[src/rtl/unitate_fetch.sv]
// Fetch stage of the 8-bit core: owns the PC, runs one req/gnt/rvalid fetch at a
// time and hands instructions to decode. Define FETCH_CNT_EN to add o_fetch_cnt.
module unitate_fetch #(
  parameter int unsigned          PC_W     = 8,
  parameter int unsigned          INSTR_W  = 16,
  parameter logic [PC_W-1:0]      RESET_PC = '0
) (
  input  logic               i_clk,
  input  logic               i_rst_n,
  output logic [PC_W-1:0]    o_pc,
  input  logic [PC_W-1:0]    i_next_pc,
  input  logic               i_restart,
  input  logic [PC_W-1:0]    i_restart_pc,
  output logic               o_imem_req,
  output logic [PC_W-1:0]    o_imem_addr,
  input  logic               i_imem_gnt,
  input  logic               i_imem_rvalid,
  input  logic [INSTR_W-1:0] i_imem_rdata,
  output logic               o_instr_valid,
  output logic [INSTR_W-1:0] o_instr,
  output logic [PC_W-1:0]    o_instr_pc,
  input  logic               i_instr_ready
`ifdef FETCH_CNT_EN
  ,
  output logic [15:0]        o_fetch_cnt
`endif
);

  typedef enum logic [2:0] {
    S_IDLE  = 3'd0,
    S_REQ   = 3'd1,
    S_RESP  = 3'd2,
    S_HOLD  = 3'd3,
    S_DRAIN = 3'd4
  } state_t;

  state_t               r_state;
  state_t               w_next_state;
  logic [PC_W-1:0]      r_pc;
  logic [PC_W-1:0]      w_pc_next;
  logic                 r_req;
  logic                 r_valid;
  logic [INSTR_W-1:0]   r_instr;
  logic [PC_W-1:0]      r_instr_pc;
  logic                 w_capture;
  logic                 w_consume;

  // Restart overrides everything; a granted-but-unanswered fetch must be drained.
  always_comb begin
    w_next_state = r_state;
    w_capture    = 1'b0;
    w_consume    = 1'b0;
    if (i_restart) begin
      case (r_state)
        S_REQ:   w_next_state = i_imem_gnt    ? S_DRAIN : S_REQ;
        S_RESP:  w_next_state = i_imem_rvalid ? S_REQ   : S_DRAIN;
        S_DRAIN: w_next_state = i_imem_rvalid ? S_REQ   : S_DRAIN;
        default: w_next_state = S_REQ;
      endcase
    end else begin
      case (r_state)
        S_IDLE: w_next_state = S_REQ;
        S_REQ: begin
          if (i_imem_gnt) begin
            w_next_state = S_RESP;
          end
        end
        S_RESP: begin
          if (i_imem_rvalid) begin
            w_capture    = 1'b1;
            w_next_state = S_HOLD;
          end
        end
        S_HOLD: begin
          if (i_instr_ready) begin
            w_consume    = 1'b1;
            w_next_state = S_REQ;
          end
        end
        S_DRAIN: begin
          if (i_imem_rvalid) begin
            w_next_state = S_REQ;
          end
        end
        default: w_next_state = S_IDLE;
      endcase
    end
  end

  always_comb begin
    w_pc_next = r_pc;
    if (i_restart) begin
      w_pc_next = i_restart_pc;
    end else if (w_consume) begin
      w_pc_next = i_next_pc;
    end
  end

  // Moore outputs are registered from the next state so they line up with it.
  always_ff @(posedge i_clk or negedge i_rst_n) begin
    if (!i_rst_n) begin
      r_state <= S_IDLE;
      r_pc    <= RESET_PC;
      r_req   <= 1'b0;
      r_valid <= 1'b0;
    end else begin
      r_state <= w_next_state;
      r_pc    <= w_pc_next;
      r_req   <= (w_next_state == S_REQ);
      r_valid <= (w_next_state == S_HOLD);
    end
  end

  always_ff @(posedge i_clk or negedge i_rst_n) begin
    if (!i_rst_n) begin
      r_instr    <= '0;
      r_instr_pc <= '0;
    end else if (w_capture) begin
      r_instr    <= i_imem_rdata;
      r_instr_pc <= r_pc;
    end
  end

`ifdef FETCH_CNT_EN
  logic [15:0] r_fetch_cnt;

  always_ff @(posedge i_clk or negedge i_rst_n) begin
    if (!i_rst_n) begin
      r_fetch_cnt <= 16'd0;
    end else if (w_consume && (r_fetch_cnt != 16'hFFFF)) begin
      r_fetch_cnt <= r_fetch_cnt + 16'd1;
    end
  end

  assign o_fetch_cnt = r_fetch_cnt;
`endif

  assign o_pc          = r_pc;
  assign o_imem_addr   = r_pc;
  assign o_imem_req    = r_req;
  assign o_instr_valid = r_valid;
  assign o_instr       = r_instr;
  assign o_instr_pc    = r_instr_pc;

endmodule
[config.mk]
export PLATFORM = sky130hd
export DESIGN_NAME = unitate_fetch
export DESIGN_NICKNAME = d
export VERILOG_FILES = /design/src/rtl/unitate_fetch.sv
export SDC_FILE = /design/constraint.sdc
export NUM_CORES = 1
export LEC_CHECK = 0
export CAP_MARGIN = 40
export CORE_MARGIN = 5
export CORE_UTILIZATION = 40
export CTS_CLUSTER_DIAMETER = 60
export DETAILED_ROUTE_END_ITERATION = 12
export GPL_TIMING_DRIVEN = 0
export HOLD_SLACK_MARGIN = 0.1
export PLACE_DENSITY = 0.79
export SLEW_MARGIN = 20
export SYNTH_ARGS = -nofsm -noshare
export SYNTH_HDL_FRONTEND = slang
export SYNTH_SLANG_ARGS = --single-unit
[constraint.sdc]
create_clock -name i_clk -period 2.45 [get_ports i_clk]
set_clock_uncertainty 0.2 [all_clocks]
set_input_delay 0.735 -clock i_clk [delete_from_list [all_inputs] [get_ports i_clk]]
set_output_delay 0.735 -clock i_clk [all_outputs]
set_load 0.02 [all_outputs]
# Word-level counts from Yosys, hierarchy flattened
# Cells that the tools add are included.
# word_totals
register_bits	37
out_inout_bits	42
elab_cells	32
# op_classes
eq_ne	6
mux	17
n_reduce_logical	3
# ops
operator	count
two-way mux 3 bit	7
two-way mux 8 bit	2
case mux 3 bit (5 select lines)	1
equality test 3 x 2 -> 1 bit (second input constant)	3
equality test 3 x 1 -> 1 bit (second input constant)	2
two-way mux 1 bit	6
case mux 3 bit (2 select lines)	1
equality test 3 bit (second input constant)	1
logical NOT 3 bit	1
nonzero test 2 bit	1
OR reduction 2 bit	1

# Logic depth before layout (Yosys ltp)
# logic_depth
ltp_word	5
depth_mapped	5
ltp_nobuf	3

# Worst setup path after synthesis
# OpenSTA, ideal clock, no wires.
# synth_timing
kind	input port to flip-flop
startpoint	in i_restart
endpoint	reg r_instr[0] (netlist: o_instr[0])
arrival_ps	1839
t_required_ps	2125
path_slack_ps	286
cell_stages	4
path_buffers	2
cell_sequence	or4_1 -> buf_2 -> buf_6 -> mux2_4
# synth_via
elab_chain_cells	1
# synth_rtl
element	line_no	source
start: declaration	12	input logic i_restart,
two-way mux 1 bit	53	if (i_restart) begin
end signal: assignment	119	r_instr <= i_imem_rdata;
end: declaration	43	logic [INSTR_W-1:0] r_instr;
# No other way between the ends.
# A chain may end at the register's enable or synchronous reset.

# Worst setup path in the final report
# layout_timing
startpoint	in i_imem_rvalid
endpoint	reg r_instr[7] (netlist: o_instr[7])
# layout_via
elab_chain_cells	3
# layout_rtl
element	line_no	source
start: declaration	17	input logic i_imem_rvalid,
two-way mux 1 bit	69	if (i_imem_rvalid) begin
two-way mux 1 bit	61	case (r_state)
two-way mux 1 bit	53	
# No other way between the ends.

==> flow_summary_export.csv <==
group,metric,value,unit
synth,syn_inst,105,
sta,rsz0062_at_grt,"no",
global_route,grt_pass1_vias,1344,
synth,synth_cell_types,21,
power,switchingPower,0.916,mW
final_layout,syn_to_final_growth,59.8,%
final_layout,drive_gt1_frac,0.326,
sta,finalMaxSlewViolations,0,
cts,clockBufferDepth,2,
critical_path,crit_arrival,2380,ps
global_route,grt_util_met2,0.253,
critical_path,crit_path_cell_trace,"clkdlybuf4s50_1, nand2_1, or4_1, buf_2, buf_6, mux2_4",
global_route,overflow,0,
drt,ant_nets,0,
cts,path_clk_slew,70,ps
synth,yosys_warnings,0,
floorplanning,dieHeight,74.4,um
power,swShare,0.321,
critical_path,crit_required,2420,ps
final_layout,finalNonFillerCells,243,
drt,detail_route.wl_per_cell,16.5,um
sta,fin_tns_setup,0,ps
critical_path,startpoint_type,"primary input",
floorplanning,dieArea,5530,um^2
outcome,outcome,"finished, final reports clean",
placement,place.gp.congestion,0.797,
global_route,grtUsageMet3,0.0419,
final_layout,final_cell_mix,"77 x clkdlybuf4s50_1, 37 x dfrtp_1, 20 x mux2_4, 20 x mux2_2, 8 x buf_4",
placement,post-place-cells,235,
floorplanning,pin_count,80,
floorplanning,num_rows,23,
critical_path,r2r_cells,4,
cts,clkLatencyLatePin,280,ps
drt,route.detailed.drc,0,
synth,syn-cell-area,1660,um^2
global_route,antenna_found_initial,0,
global_route,met1_usage,0.208,
power,vdd_drop_max,0.505,mV
synth,synth-seq-area-share,0.558,
floorplanning,die_x,74.4,um
synth,synth_seq_cells,37,
power,finalPower,2.85,mW
power,comb_power_share,0.461,
drt,first_pass_iters,4,
power,share_seq_of_total_power,0.354,
critical_path,crit_slowest_cell,"clkdlybuf4s50_1",
drt,wirelength,4.00,mm
critical_path,path_delay_family,"buffers and inverters",
sta,finalHoldViolCount,0,
critical_path,cp_num_buf_inv,3,
critical_path,crit_type,"in2reg",
global_route,grt_use_total,0.158,
critical_path,timing.rr.start,"r_state[2]$_DFF_PN0_",
power,clock_power_share,0.185,
synth,postSynthAreaPerCell,15.8,um^2
sta,period_share,0.986,
floorplanning,core-area,4000,um^2
final_layout,nets,230,
floorplanning,start_util,0.414,
global_route,grt.busiest_layer,"met2",
cts,ctsResizeCount,1,
final_layout,diodes,0,
critical_path,crit_fanout,10,
final_layout,final_common_cell,"clkdlybuf4s50_1",
power,leakage,1.20,nW
cts,root_buffer,"clkbuf_8",
synth,synth_fp_nets,143,
sta,min_period,2410,ps
cts,cts-hold-fix-buffers,0,
drt,drt_iter0_markers,31,
critical_path,rrSetupSlack,500,ps
hold_path,min_path_type,"in2async",
cts,cts_buffers,5,
placement,dp_hpwl,3.14,mm
sta,tightest_slew,529,ps
sta,max_slew_margin,0.648,
sta,finalSetupViolations,0,
cts,htree_levels,2,
power,cellInternalPower,1.94,mW
sta,fmax,0.414,GHz
power,power_density,1080,nW/um^2
critical_path,end_kind,"flop",
cts,post-cts-setup-buffers,0,
drt,vias_per_cell,4.80,
global_route,grt_pass1_wl,6.62,mm
placement,io_buffers,79,
cts,clock_sinks,37,
cts,cts_tree,"done",
drt,num_vias,1167,
run,maxCapViolations,0,
global_route,grt_max_degree,22,
critical_path,cpPeakStageDelay,520,ps
critical_path,reg2reg_to,"o_instr[7]$_DFFE_PN0P_",
==> metal layers <==
layer	vias up	part of all wire
met5	-	0
met4	0	0.011
met3	10	0.076
met2	55	0.51
met1	559	0.40
li1	543	-
==> synthesized netlist by cell type <==
library cell   n  area (um^2)
mux2_2        20          225
buf_6          2         22.5
a21bo_2        1         10.0
o2bb2ai_1      1         8.76
nand2_1        1         3.75
clkbuf_1       1         3.75
a2111oi_0      1         8.76
o21ai_0        1         5.00
nor2_1         1         3.75
dfrtp_1       37          926
or3b_2         1         8.76
or4_1          1         7.51
buf_4          8         60.1
a41oi_2        1         16.3
inv_1          1         3.75
buf_2          1         5.00
a21oi_1        2         10.0
or3_1          1         6.26
nand3b_1       1         7.51
a211oi_1       2         15.0
mux2_4        20          300
==> kinds of logic after synthesis <==
logic type / count (synthesis) / synth area share
buffers and inverters: 13 / 0.0574
and+or+nand+nor: 6 / 0.0226
muxes: 40 / 0.317
DFF: 37 / 0.558
AOI/OAI and AO/OA: 9 / 0.0445
==> final cells by class <==
type	instances	area, um^2
Sequential cell	37	926
Inverter	1	3.75
Clock buffer	7	86.3
Clock inverter	1	30.0
Multi-Input combinational cell	55	637
Tap cell	50	62.6
Fill cell	284	1350
Timing Repair Buffer	80	812
Buffer	12	91.3
==> stage by stage <==
| step | area, um^2 | utilization | setup slack, ps | hold slack [ps] |
|---|---|---|---|---|
| after floorplan | 1660 | - | 286 | 239 |
| after global placement | 2510 | 0.628 | -343 | 286 |
| after detailed placement | 2530 | 0.633 | -339 | 295 |
| after CTS | 2650 | 0.662 | 40.9 | 188 |
| after global routing | 2650 | 0.662 | 3.76 | 209 |
| final | 2650 | 0.662 | 35.2 | 182 |
==> power by group through the flow <==
| stage | combinational [mW] | clock (mW) | sequential (mW) |
|---|---|---|---|
| final | 1.32 | 0.528 | 1.01 |
| after global routing | 1.39 | 0.572 | 1.04 |
| after CTS | 1.34 | 0.545 | 1.01 |
| after detailed placement | 1.33 | 0 | 1.02 |
| after global placement | 1.30 | 0 | 0.998 |
| after floorplan | 0.416 | 0 | 1.26 |
==> flip-flops by register name, summed over array words and instances (netlist names) <==
name and cells:
o_instr 16, o_instr_valid 1, o_instr_pc 8, o_imem_req 1, o_imem_addr 8, r_state 3
==> how the worst max path moves through the flow <==
stage          depth (start not counted)           from                   endpoint
4_1_cts                                6  i_imem_rvalid     o_instr[6]$_DFFE_PN0P_
6_report                               6  i_imem_rvalid     o_instr[7]$_DFFE_PN0P_
2_1_floorplan                          4      i_restart     o_instr[0]$_DFFE_PN0P_
3_3_place_gp                           1        i_rst_n    o_instr[15]$_DFFE_PN0P_
3_5_place_dp                           5      i_restart     o_instr[7]$_DFFE_PN0P_
5_1_grt                                6  i_imem_rvalid  o_instr_pc[4]$_DFFE_PN0P_
==> worst register-to-register path, cell delays in order (launching register included) <==
cell and delay (ps):
dfrtp_1 450, or4_1 530, buf_2 190, buf_6 170, mux2_4 310
(Power assumes the default switching activity.)
